$ cat src/rtl/lizwiz_input_pkg.sv
// Lizwiz input controller: shared scan codes, bit maps and types.
// Imported by the key decoder and the controller top.
package lizwiz_input_pkg;

  localparam logic [7:0] SC_UP    = 8'h75;
  localparam logic [7:0] SC_DOWN  = 8'h72;
  localparam logic [7:0] SC_LEFT  = 8'h6B;
  localparam logic [7:0] SC_RIGHT = 8'h74;
  localparam logic [7:0] SC_SPACE = 8'h29;
  localparam logic [7:0] SC_CTRL  = 8'h14;
  localparam logic [7:0] SC_F1    = 8'h05;
  localparam logic [7:0] SC_F2    = 8'h06;
  localparam logic [7:0] SC_F3    = 8'h04;
  localparam logic [7:0] SC_REL   = 8'hF0;
  localparam logic [7:0] SC_EXT   = 8'hE0;

  localparam int IN0_UP    = 0;
  localparam int IN0_LEFT  = 1;
  localparam int IN0_RIGHT = 2;
  localparam int IN0_DOWN  = 3;
  localparam int IN0_COIN  = 5;

  localparam int IN1_J2UP    = 0;
  localparam int IN1_J2LEFT  = 1;
  localparam int IN1_J2RIGHT = 2;
  localparam int IN1_J2DOWN  = 3;
  localparam int IN1_FIRE    = 4;
  localparam int IN1_START1  = 5;
  localparam int IN1_START2  = 6;
  localparam int IN1_J2FIRE  = 7;

  localparam int JOY_RIGHT  = 0;
  localparam int JOY_LEFT   = 1;
  localparam int JOY_DOWN   = 2;
  localparam int JOY_UP     = 3;
  localparam int JOY_FIRE   = 4;
  localparam int JOY_START1 = 5;
  localparam int JOY_START2 = 6;

  typedef enum logic [1:0] {
    COIN_IDLE,
    COIN_PULSE,
    COIN_HOLDOFF
  } coin_state_e;

  typedef struct packed {
    logic up;
    logic down;
    logic left;
    logic right;
    logic fire;
    logic f1;
    logic f2;
    logic f3;
  } keys_t;

endpackage

$ cat src/rtl/lizwiz_input_ctrl_key_decode.sv
// PS/2 event decoder: tracks held state of the game keys.
// o_keys is the state after this cycle's event (next-state view).
module lizwiz_key_decode
  import lizwiz_input_pkg::*;
(
  input  logic        i_clk,
  input  logic        i_reset,
  input  logic [64:0] i_ps2_key,
  output keys_t       o_keys
);

  logic       r_tog;
  keys_t      r_keys;
  keys_t      w_keys;
  logic       w_evt;
  logic       w_press;
  logic       w_ext;
  logic [8:0] w_code;

  assign w_evt = (i_ps2_key[64] != r_tog)
              && (i_ps2_key[63:24] == 40'd0);
  assign w_press = i_ps2_key[15:8] != SC_REL;
  assign w_ext = w_press ? (i_ps2_key[15:8] == SC_EXT)
                         : (i_ps2_key[23:16] == SC_EXT);
  assign w_code = {w_ext, i_ps2_key[7:0]};

  always_comb begin
    w_keys = r_keys;
    if (w_evt) begin
      unique case (1'b1)
        (w_code[7:0] == SC_UP):      w_keys.up    = w_press;
        (w_code[7:0] == SC_DOWN):    w_keys.down  = w_press;
        (w_code[7:0] == SC_LEFT):    w_keys.left  = w_press;
        (w_code[7:0] == SC_RIGHT):   w_keys.right = w_press;
        (w_code == {1'b0, SC_SPACE}),
        (w_code == {1'b0, SC_CTRL}): w_keys.fire  = w_press;
        (w_code == {1'b0, SC_F1}):   w_keys.f1    = w_press;
        (w_code == {1'b0, SC_F2}):   w_keys.f2    = w_press;
        (w_code == {1'b0, SC_F3}):   w_keys.f3    = w_press;
        default:                     w_keys       = r_keys;
      endcase
    end
  end

  // Toggle history follows the input even in reset: no event at release.
  always_ff @(posedge i_clk) begin
    r_tog <= i_ps2_key[64];
    if (i_reset) begin
      r_keys <= '0;
    end else begin
      r_keys <= w_keys;
    end
  end

  assign o_keys = w_keys;

endmodule

$ cat src/rtl/lizwiz_input_ctrl.sv
// Lizwiz input controller: keyboard/joystick merge, coin pulse FSM,
// active-low IN0/IN1 port registers and coin counter.
module lizwiz_input_ctrl
  import lizwiz_input_pkg::*;
#(
  parameter int COIN_FRAMES    = 4,
  parameter int HOLDOFF_FRAMES = 8
) (
  input  logic        CLK,
  input  logic        RESET,
  input  logic [64:0] PS2_KEY,
  input  logic [15:0] JOY1,
  input  logic [15:0] JOY2,
  input  logic        ROTATE,
  input  logic        VBLANK,
  output logic [7:0]  IN0,
  output logic [7:0]  IN1,
  output logic [7:0]  COIN_COUNT
);

  localparam int MAXF = (COIN_FRAMES > HOLDOFF_FRAMES)
                      ? COIN_FRAMES : HOLDOFF_FRAMES;
  localparam int CW = $clog2(MAXF + 1);

  keys_t         w_keys;
  logic          w_up, w_down, w_left, w_right;
  logic          w_fire, w_start1, w_start2;
  logic          w_src, w_joy_src, w_req, w_frame, w_coin;
  logic [7:0]    w_in0, w_in1;
  logic          r_src, r_vb;
  logic          r_pend, w_pend;
  coin_state_e   r_state, w_state;
  logic [CW-1:0] r_fcnt, w_fcnt;
  logic [7:0]    r_cnt, w_cnt;
  logic [7:0]    r_in0, r_in1;
  logic          w_unused;

  lizwiz_key_decode u_keys (
    .i_clk     (CLK),
    .i_reset   (RESET),
    .i_ps2_key (PS2_KEY),
    .o_keys    (w_keys)
  );

  always_comb begin
    w_up    = w_keys.up    | JOY1[JOY_UP];
    w_down  = w_keys.down  | JOY1[JOY_DOWN];
    w_left  = w_keys.left  | JOY1[JOY_LEFT];
    w_right = w_keys.right | JOY1[JOY_RIGHT];
    if (ROTATE) begin
      w_up    = w_keys.left  | JOY1[JOY_LEFT];
      w_down  = w_keys.right | JOY1[JOY_RIGHT];
      w_left  = w_keys.down  | JOY1[JOY_DOWN];
      w_right = w_keys.up    | JOY1[JOY_UP];
    end
  end

  assign w_fire   = w_keys.fire | JOY1[JOY_FIRE];
  assign w_start1 = w_keys.f1 | JOY1[JOY_START1] | JOY2[JOY_START1];
  assign w_start2 = w_keys.f2 | JOY1[JOY_START2] | JOY2[JOY_START2];
  assign w_src    = w_start1 | w_start2 | w_keys.f3;
  assign w_joy_src = JOY1[JOY_START1] | JOY2[JOY_START1]
                   | JOY1[JOY_START2] | JOY2[JOY_START2];
  assign w_req    = w_src & ~r_src;
  assign w_frame  = VBLANK & ~r_vb;
  assign w_coin   = (r_state == COIN_PULSE);
  assign w_unused = ^{JOY1[15:7], JOY2[15:7]};

  always_comb begin
    w_state = r_state;
    w_fcnt  = r_fcnt;
    w_pend  = r_pend;
    w_cnt   = r_cnt;
    unique case (r_state)
      COIN_IDLE: begin
        if (w_req | r_pend) begin
          w_state = COIN_PULSE;
          w_pend  = 1'b0;
          w_cnt   = r_cnt + 8'd1;
          w_fcnt  = '0;
        end
      end
      COIN_PULSE: begin
        if (w_req) w_pend = 1'b1;
        if (w_frame) begin
          if (r_fcnt == CW'(COIN_FRAMES - 1)) begin
            w_state = COIN_HOLDOFF;
            w_fcnt  = '0;
          end else begin
            w_fcnt = r_fcnt + CW'(1);
          end
        end
      end
      COIN_HOLDOFF: begin
        if (w_req) w_pend = 1'b1;
        if (w_frame) begin
          if (r_fcnt == CW'(HOLDOFF_FRAMES - 1)) begin
            w_state = COIN_IDLE;
          end else begin
            w_fcnt = r_fcnt + CW'(1);
          end
        end
      end
      default: w_state = COIN_IDLE;
    endcase
  end

  always_comb begin
    w_in0 = '0;
    w_in0[IN0_UP]    = w_up;
    w_in0[IN0_LEFT]  = w_left;
    w_in0[IN0_RIGHT] = w_right;
    w_in0[IN0_DOWN]  = w_down;
    w_in0[IN0_COIN]  = w_coin;
    w_in1 = '0;
    w_in1[IN1_J2UP]    = JOY2[JOY_UP];
    w_in1[IN1_J2LEFT]  = JOY2[JOY_LEFT];
    w_in1[IN1_J2RIGHT] = JOY2[JOY_RIGHT];
    w_in1[IN1_J2DOWN]  = JOY2[JOY_DOWN];
    w_in1[IN1_FIRE]    = w_fire;
    w_in1[IN1_START1]  = w_start1;
    w_in1[IN1_START2]  = w_start2;
    w_in1[IN1_J2FIRE]  = JOY2[JOY_FIRE];
  end

  // Edge history loads current levels so held inputs stay quiet.
  always_ff @(posedge CLK) begin
    if (RESET) begin
      r_state <= COIN_IDLE;
      r_fcnt  <= '0;
      r_pend  <= 1'b0;
      r_cnt   <= 8'd0;
      r_in0   <= 8'hFF;
      r_in1   <= 8'hFF;
      r_src   <= w_joy_src;
      r_vb    <= VBLANK;
    end else begin
      r_state <= w_state;
      r_fcnt  <= w_fcnt;
      r_pend  <= w_pend;
      r_cnt   <= w_cnt;
      r_in0   <= ~w_in0;
      r_in1   <= ~w_in1;
      r_src   <= w_src;
      r_vb    <= VBLANK;
    end
  end

  assign IN0        = r_in0;
  assign IN1        = r_in1;
  assign COIN_COUNT = r_cnt;

endmodule

$ cat config.mk
export PLATFORM = sky130hd
export DESIGN_NAME = lizwiz_input_ctrl
export DESIGN_NICKNAME = d
export VERILOG_FILES = /design/src/rtl/lizwiz_input_pkg.sv /design/src/rtl/lizwiz_input_ctrl_key_decode.sv /design/src/rtl/lizwiz_input_ctrl.sv
export SDC_FILE = /design/constraint.sdc
export NUM_CORES = 1
export LEC_CHECK = 0
export ABC_AREA = 0
export ABC_CLOCK_PERIOD_IN_PS = 5700
export BUFFER_PORTS_ARGS = -buffer_cell sky130_fd_sc_hd__clkbuf_2
export CAP_MARGIN = 40
export CORE_AREA = 10 10 89 91
export CTS_CLUSTER_SIZE = 30
export DETAILED_ROUTE_END_ITERATION = 12
export DIE_AREA = 0 0 99 101
export GPL_TIMING_DRIVEN = 0
export PLACE_DENSITY_LB_ADDON = 0.2
export SLEW_MARGIN = 10
export SYNTH_ARGS = -nofsm -noshare
export SYNTH_HDL_FRONTEND = slang
export SYNTH_HIERARCHICAL = 1
export SYNTH_SLANG_ARGS = --single-unit
$ cat constraint.sdc
create_clock -name CLK -period 5.7 [get_ports CLK]
set_clock_uncertainty 0.05 [all_clocks]
set_input_delay 1.14 -clock CLK [delete_from_list [all_inputs] [get_ports CLK]]
set_output_delay 1.14 -clock CLK [all_outputs]
set_load 0.01 [all_outputs]
## Word-level counts from Yosys, hierarchy flattened

Cells that the tools add are included.

| word-level totals | value |
|---|---|
| input bits | 101 |
| memory bits (writable) | 0 |
| bits in read-only memories | 0 |
| output and inout bits | 24 |
| latch bits | 0 |
| word-level logic and storage cells | 105 |
| flip-flop bits (word level) | 42 |
| memories kept | 0 |

| operators by class | value |
|---|---|
| shifts and indexed selects | 0 |
| multipliers | 0 |
| magnitude comparators | 0 |
| bitwise gates (word level) | 21 |
| add/subtract/negate cells | 2 |
| reductions and logical operators | 11 |
| equality and inequality tests | 24 |
| multiplexer cells | 30 |
| divide/modulo/power cells | 0 |

Operator list:

| cell | count |
|---|---|
| $logic_not A40 Y1 | 1 |
| $eq A8 B7 Y1 const B | 4 |
| $eq A9 B3 Y1 const B | 3 |
| $mux W4 | 5 |
| $eq A8 B8 Y1 const B | 2 |
| $mux W1 | 16 |
| $or A1 B1 Y1 | 15 |
| $pmux W4 S3 | 1 |
| $mux W2 | 5 |
| $ne A2 B2 Y1 const B | 5 |
| $reduce_and A5 Y1 | 2 |
| $eq A9 B5 Y1 const B | 1 |
| $eq A9 B6 Y1 const B | 1 |
| $add A8 B1 Y8 const B | 1 |
| $mux W8 | 1 |
| $ne A8 B8 Y1 const B | 1 |
| $not A6 Y8 | 1 |
| $not A8 Y8 | 1 |
| $pmux W2 S3 | 1 |
| $add A4 B1 Y4 const B | 1 |
| $eq A4 B2 Y1 const B | 1 |
| $eq A4 B3 Y1 const B | 1 |
| $ne A2 B1 Y1 const B | 2 |
| $reduce_or A2 Y1 | 2 |
| other kinds (12) | 14 |

## Depth between registers and ports, before layout

Gate-level depths: netlist of run 1.

| depth | value |
|---|---|
| depth after elaboration | 14 |
| mapped depth | 10 |
| mapped depth without buffers | 9 |

## Hierarchy

The synthesis of run 1 kept the hierarchy.

By module, submodules not included:

| module | cells each | seq. area each (sq um) | instances | area an instance (sq um) |
|---|---|---|---|---|
| lizwiz_input_ctrl | 151 | 600.6 | 1 | 1387.6 |
| lizwiz_key_decode | 97 | 180.2 | 1 | 711.9 |

## Least setup slack after synthesis of run 1

No wires, ideal clock.

| timing | value |
|---|---|
| path type | input-to-reg |
| start | in PS2_KEY[29] |
| end | reg r_cnt[5] (netlist: COIN_COUNT[5]) |
| data required time | 5.529 ns |
| library setup time | 0.121 ns |
| path buffers | 1 |
| stages | 10 |
| path slack | 1.477 ns |
| data arrival time | 4.052 ns |
| cell sequence | or4_1 > or3_1 > or4_4 > nor4_1 > nor2_1 > or4_1 > o211ai_2 > buf_4 > nor3_1 > mux2_2 |

RTL lines:

| what | RTL line | text |
|---|---|---|
| start, declared | lizwiz_input_ctrl.sv:11 | `input logic [64:0] PS2_KEY,` |
| end signal, assigned | lizwiz_input_ctrl.sv:141 | `r_cnt <= w_cnt;` |
| end, declared | lizwiz_input_ctrl.sv:34 | `logic [7:0] r_cnt, w_cnt;` |

==> metrics.txt, run 1 <==
critical-path maximum fanout 10; fmax 236 MHz; DRT Pass-1 Iters 4; DIE HEIGHT 101 um; core area 6200 sq um; status complete, no violations; Slew Limit Headroom 56.3%; Warnings, synthesis 6; DRT antenna net count 0; Setup violations, final 0; top cells by area, synth dfxtp_1, nand2b_1, nor4_1; routed vias 2,218; Final Max Slew Viols 0; clk root buf clkbuf_8; Area Overhead vs Synth 34.9%; I/O Pins 125; ys async rst share 0%; Clock Path Buffers 2; die width 99 um; Reg2Reg Setup Slack 2.93 ns; min Tclk post-route 4.24 ns; hold path depth 2; clk_lat worst skew 0.29 ns; post-route setup slack 1.46 ns; Critical Path RT 5.84 ns; Switching Fraction 23.1%; Hold Startpoint r_fcnt[1]; first-pass GRT wire length 10,500 um; Comb pwr share 12.2%; routability cong. 0.784; H-tree depth 2; Clk pwr share 40.6%; FP Rows 29; fin nets 466; count leader, synth dfxtp_1; Global Route Usage Sum 12.4%; pin count of the biggest net entering global routing 13; diodes inserted 0; Post-CTS Setup Bufs 0; # port buffers 102; worst slack, placed 1.12 ns; RSZ-0062 raised after global routing false; Critical Path AT 4.38 ns; RR Startpoint u_keys/r_tog; Non-Filler Instances 437; Reg area 781 sq um; Peak VDD IR 0.000107 V; wire length per cell 14.2 um; Clock Pin Slew Worst Setup and Hold Paths 0.08 ns; layout cells sized above 1 35.0%; CTS tree done; Total Negative Setup Slacks 0 ns; Total Routed Length 6220 um; placed cell area 2710 sq um; Synth Register Bits 39; Max Cap Violations 0; DP HPWL 5290 um; # resized after CTS 0; Hold Path Sink r_fcnt[1]; placed cells 429; HP Class flip-flop to flip-flop; CTS Sinks 39; residual DRC count 0; # fillers 635; CP Launch Type input pin; post-DR vias/cell 5.08; Post-Syn Instances 248; GRT overflow 0; cts bufs inserted 5; Cell Int Power 459 uW; Pwr per Cell Area 210 nW/um^2; Post-Syn Area 2100 sq um; commonest cells in the netlist dfxtp_1, nand2b_1, nor2_1, nor3_1, nor4_1; cells on worst reg2reg path 10; post-route cell area 2830 sq um; part of the cycle the worst path needs 74.5%; Setup Crit Path Kind input pin to flip-flop; CTS Hold Bufs 0; Post-Syn Area per Cell 8.47 sq um; area of the multi-input gates 1250 sq um; Setup crit end kind flip-flop; sequential fraction of the synthesis area 37.2%; most used flip-flop cell after synthesis dfxtp_1; antenna violations before repair 0; sequential share of power 47.3%; largest area contributor in the netlist dfxtp_1; Hold Violations, Final 0; vias in the first global route 2,298; die area 10000 sq um; worst flop-to-flop path endpoint COIN_COUNT[5]; P_sw 137 uW; number of DRC markers in iteration 0 67; post-synth top area share 37.2%; slew at the pin with the worst max-slew slack 0.650 ns; post-synth cell types 50; Starting Density 33.8%; Core Util, Final 45.6%; Post-synth EDFFs 0; total leakage power 0.00123 uW
==> cells in the final DEF, fill, tap and decap left out, types with 3 or more instances in the layout <==
master / n
dfxtp_1: 39
or4_1: 4
ha_1: 6
and2_1: 4
and3_1: 3
clkbuf_2: 102
nor4_1: 15
mux2i_1: 3
nor2_1: 15
mux2_2: 4
nor2b_1: 3
buf_4: 4
a21oi_1: 12
a31oi_1: 7
nand2_1: 14
conb_1: 3
or3_1: 8
nand2b_1: 16
clkbuf_1: 4
nor3_1: 15
clkbuf_8: 6
o21ai_0: 12
a211o_1: 3
inv_1: 6
nand3_1: 8
==> worst max-delay path, stage by stage <==
cell and delay (ns):
clkbuf_2 0.08, or4_1 0.52, or3_1 0.33, or4_4 0.47
nor4_1 0.40, nor2_1 0.13, or4_1 0.59, o211ai_2 0.20
buf_4 0.19, nor3_1 0.07, mux2_2 0.26
==> power groups by stage <==
stage	sequential, uW	clock [uW]	combinational (uW)
floorplan	291	0	27.7
global placement	288	0	71.9
detailed placement	288	0	73.3
CTS	282	249	73.5
global route	282	258	82.2
finish	282	242	72.5
==> metal layers <==
layer	up-vias	part of all wire, %	global-route usage [%]
li1	1147	-	-
met1	998	44	13.9
met2	66	47	21.2
met3	7	7.9	4.66
met4	0	1.1	3.97
met5	-	0	0
==> worst max path at each step <==
stage               slack (ns)            end        start  cells after the start
floorplan                 1.48  COIN_COUNT[5]  PS2_KEY[29]                     10
CTS                       1.43      r_fcnt[1]  PS2_KEY[29]                     10
global placement          1.17  COIN_COUNT[5]  PS2_KEY[29]                     11
detailed placement        1.12      r_fcnt[1]  PS2_KEY[29]                     10
finish                    1.46  COIN_COUNT[5]  PS2_KEY[29]                     11
global route              1.30      r_fcnt[1]  PS2_KEY[29]                     10
==> cell type report <==
cell class                 instances  share of cell area [%]
timing repair buffer             102                    18.0
sequential                        39                    27.6
inverter                           6                   0.795
tap                               77                    3.40
clock inverter                     2                    1.24
buffer                            10                    1.86
clock buffer                       6                    2.92
multi-input combinational        195                    44.2
==> stage by stage <==
stage	hold WS [ns]	power, uW
after floorplan	0.416	318
after global placement	0.431	360
after detailed placement	0.441	361
after CTS	0.452	604
after global routing	0.469	623
final	0.448	596
==> logic make-up after synthesis <==
logic type / share of synthesized area (%)
AO/OA/AOI/OAI: 14.8
XOR/XNOR: 0.834
adder cells (fa/ha/maj): 3.58
buffers and inverters: 3.58
flip-flops: 37.2
multiplexers: 3.58
other: 0.179
AND/OR/NAND/NOR: 36.3
==> state kept, by name (all words and copies together) (netlist names) <==
| signal | flops |
|---|---|
| IN1 | 8 |
| COIN_COUNT | 8 |
| r_state | 2 |
| r_src | 1 |
| r_pend | 1 |
| IN0 | 5 |
| r_fcnt | 4 |
| u_keys/r_keys | 8 |
| r_vb | 1 |
| u_keys/r_tog | 1 |
(Power assumes the default switching activity.)
==> run 2: changes to the inputs <==
--- a/config.mk
+++ b/config.mk
@@ -6,7 +6,7 @@
 export NUM_CORES = 1
 export LEC_CHECK = 0
 export ABC_AREA = 0
-export ABC_CLOCK_PERIOD_IN_PS = 5700
+export ABC_CLOCK_PERIOD_IN_PS = 3500
 export BUFFER_PORTS_ARGS = -buffer_cell sky130_fd_sc_hd__clkbuf_2
 export CAP_MARGIN = 40
 export CORE_AREA = 10 10 89 91
==> constraint.sdc (replaced) <==
create_clock -name CLK -period 3.5 [get_ports CLK]
set_clock_uncertainty 0.05 [all_clocks]
set_input_delay 0.7 -clock CLK [delete_from_list [all_inputs] [get_ports CLK]]
set_output_delay 0.7 -clock CLK [all_outputs]
set_load 0.01 [all_outputs]
==> metrics.txt, run 2 (synthesis results as in run 1) <==
layout cells sized above 1 38.0% (+3.0 points); HP Class flip-flop to flip-flop; CP startpoint PS2_KEY[29]; routability cong. 0.876 (+12%); DRT antenna net count 0 (unchanged); commonest cells after routing, fill and taps aside clkbuf_2, dfxtp_1, nand2b_1, nor3_1; I/O Pins 125 (unchanged); Final Max Slew Viols 0 (unchanged); total leakage power 0.00131 uW (+6.2%); vias in the first global route 2,278 (-0.87%); die area 10000 sq um (unchanged); DRT Pass-1 Iters 4 (unchanged); diodes inserted 0 (unchanged); Clock Path Buffers 2 (unchanged); Setup crit end kind flip-flop; Hold Startpoint r_fcnt[1]; CTS Sinks 39 (unchanged); RSZ-0062 raised after global routing true; cells on worst reg2reg path 10 (unchanged); instance count on the critical path 11 (unchanged); clk root buf clkbuf_8; wire length per cell 13.9 um (-2.3%); Total Routed Length 6160 um (-0.95%); slew at the pin with the worst max-slew slack 0.589 ns (-0.0613 ns); core area 6200 sq um (unchanged); cts bufs inserted 5 (unchanged); GRT overflow 0 (unchanged); min Tclk post-route 3.50 ns; DIE HEIGHT 101 um (unchanged); Setup violations, final 0 (unchanged); worst flop-to-flop path endpoint COIN_COUNT[6]; most common cell after layout, fill and taps aside clkbuf_2; H-tree depth 2 (unchanged); Global Route Usage Sum 12.3% (-0.076 points); antenna violations before repair 0 (unchanged); Clock Pin Slew Worst Setup and Hold Paths 0.07 ns (about the same); Peak VDD IR 0.000171 V (+60%); post-DR vias/cell 4.99 (-1.7%); Starting Density 33.8% (unchanged); Hold Violations, Final 0 (unchanged); # fillers 609 (-4.1%); clk_lat worst skew 0.29 ns (about the same); DP HPWL 5180 um (-2.2%); crit path to COIN_COUNT[6]; routed vias 2,211 (-0.32%); fmax 286 MHz; Largest stage delay, worst path 0.56 ns (-0.03 ns); Pwr per Cell Area 346 nW/um^2 (+64%); worst path cell trace clkbuf_2, or4_4, or3_4, or4_4, nor4_4, nor2_2, or4_4, o211ai_4, buf_6, nor3_1, mux2_2; RR Startpoint u_keys/r_tog; Reg2Reg Setup Slack 0.84 ns (-2.09 ns); Slew Limit Headroom 60.2% (+3.9 points); first-pass GRT wire length 10,400 um (-1.2%); fin nets 472 (+1.3%); # port buffers 102 (unchanged); post-route cell area 2970 sq um (+4.8%); Worst path most repeated cell or4_4; critical-path maximum fanout 5 (-5); number of DRC markers in iteration 0 80 (+19%); Critical Path RT 3.63 ns (-2.21 ns); Setup Crit Path Kind input pin to flip-flop; Critical Path AT 3.63 ns (-0.75 ns); residual DRC count 0 (unchanged); slowest cell on the critical path or4_4; Core Util, Final 47.8% (+2.2 points); part of the cycle the worst path needs 99.9%; Buf/Inv on CP 2 (unchanged); FP Rows 29 (unchanged); die width 99 um (unchanged); status complete, no violations; CP Launch Type input pin; CP delay by family, top simple AND/OR/NAND/NOR gates; Area Overhead vs Synth 41.4%; Max Cap Violations 0 (unchanged); CTS tree done; pin count of the biggest net entering global routing 13 (unchanged); placed cell area 2750 sq um (+1.4%)
==> run 2: cell count changes in the layout (fill, tap and decap cells not counted), moves of 2 or more <==
cell	previous run	this run
buf_4	4	8
nor4_4	0	3
or4_4	2	5
o21ai_0	12	10
or4_1	4	2
nor4_1	15	12
o21ai_1	0	2
==> run 2: area by class of cell <==
type	instances	area, sq um	share of cell area [%]
sequential	39	781	26.3
timing repair buffer	108	553	18.6
clock buffer	6	72.6	2.45
clock inverter	2	60.1	2.02
multi-input combinational	195	1330	44.7
tap	77	96.3	3.25
buffer	10	56.3	1.90
inverter	6	22.5	0.759
==> run 2: power by group <==
| group | total [uW] | switching (uW) | internal, uW |
|---|---|---|---|
| Combinational | 121 | 57.4 | 63.3 |
| Clock | 447 | 162 | 285 |
| Sequential | 458 | 3.90 | 454 |
| Total | 1030 | 223 | 803 |
==> run 2: how the worst min path moves through the flow <==
stage,endpoint,cells after the start,slack (ns)
after floorplan,r_fcnt[1],2,0.42
after global placement,u_keys/r_keys[7],2,0.43
after detailed placement,r_fcnt[1],2,0.44
after CTS,r_fcnt[1],2,0.45
after global routing,r_vb,1,0.47
final,r_fcnt[1],2,0.45
==> run 2: per-stage QoR <==
stage          hold WS, ns  cells  power (uW)  setup TNS (ns)  setup slack, ns
2_1_floorplan        0.416    250         519          -0.519           -0.158
3_3_place_gp         0.433    429         586           -4.80           -0.450
3_5_place_dp         0.442    429         588           -4.89           -0.458
4_1_cts              0.453    441        1040               0          0.00802
5_1_grt              0.470    443        1080         -0.0742          -0.0273
6_report             0.452    443        1030               0          0.00295
==> run 2: metal layers <==
| layer | up-vias | share of wire, % | GRT usage [%] |
|---|---|---|---|
| li1 | 1156 | - | - |
| met1 | 982 | 45 | 14.6 |
| met2 | 67 | 47 | 20.0 |
| met3 | 6 | 7.5 | 4.60 |
| met4 | 0 | 1.0 | 4.30 |
| met5 | - | 0 | 0 |
==> run 2: what timing repair did <==
action | CTS | global route
setup buffers | 3 | 2
resized for setup | 7 | 2
pin swaps | 5 | 2
hold buffers | 0 | 0
endpoints found under the setup margin | 8 | 10
gates cloned | 1 | 0
==> run 2: worst reg2reg max path: stages, from the launching register on <==
cell and delay (ns):
dfxtp_1 0.31, xor2_1 0.17, and3_1 0.22, and3_1 0.19, a31oi_1 0.26, a21oi_2 0.09, or4_4 0.60, o211ai_4 0.21
buf_6 0.14, nor3_1 0.05, mux2_2 0.27
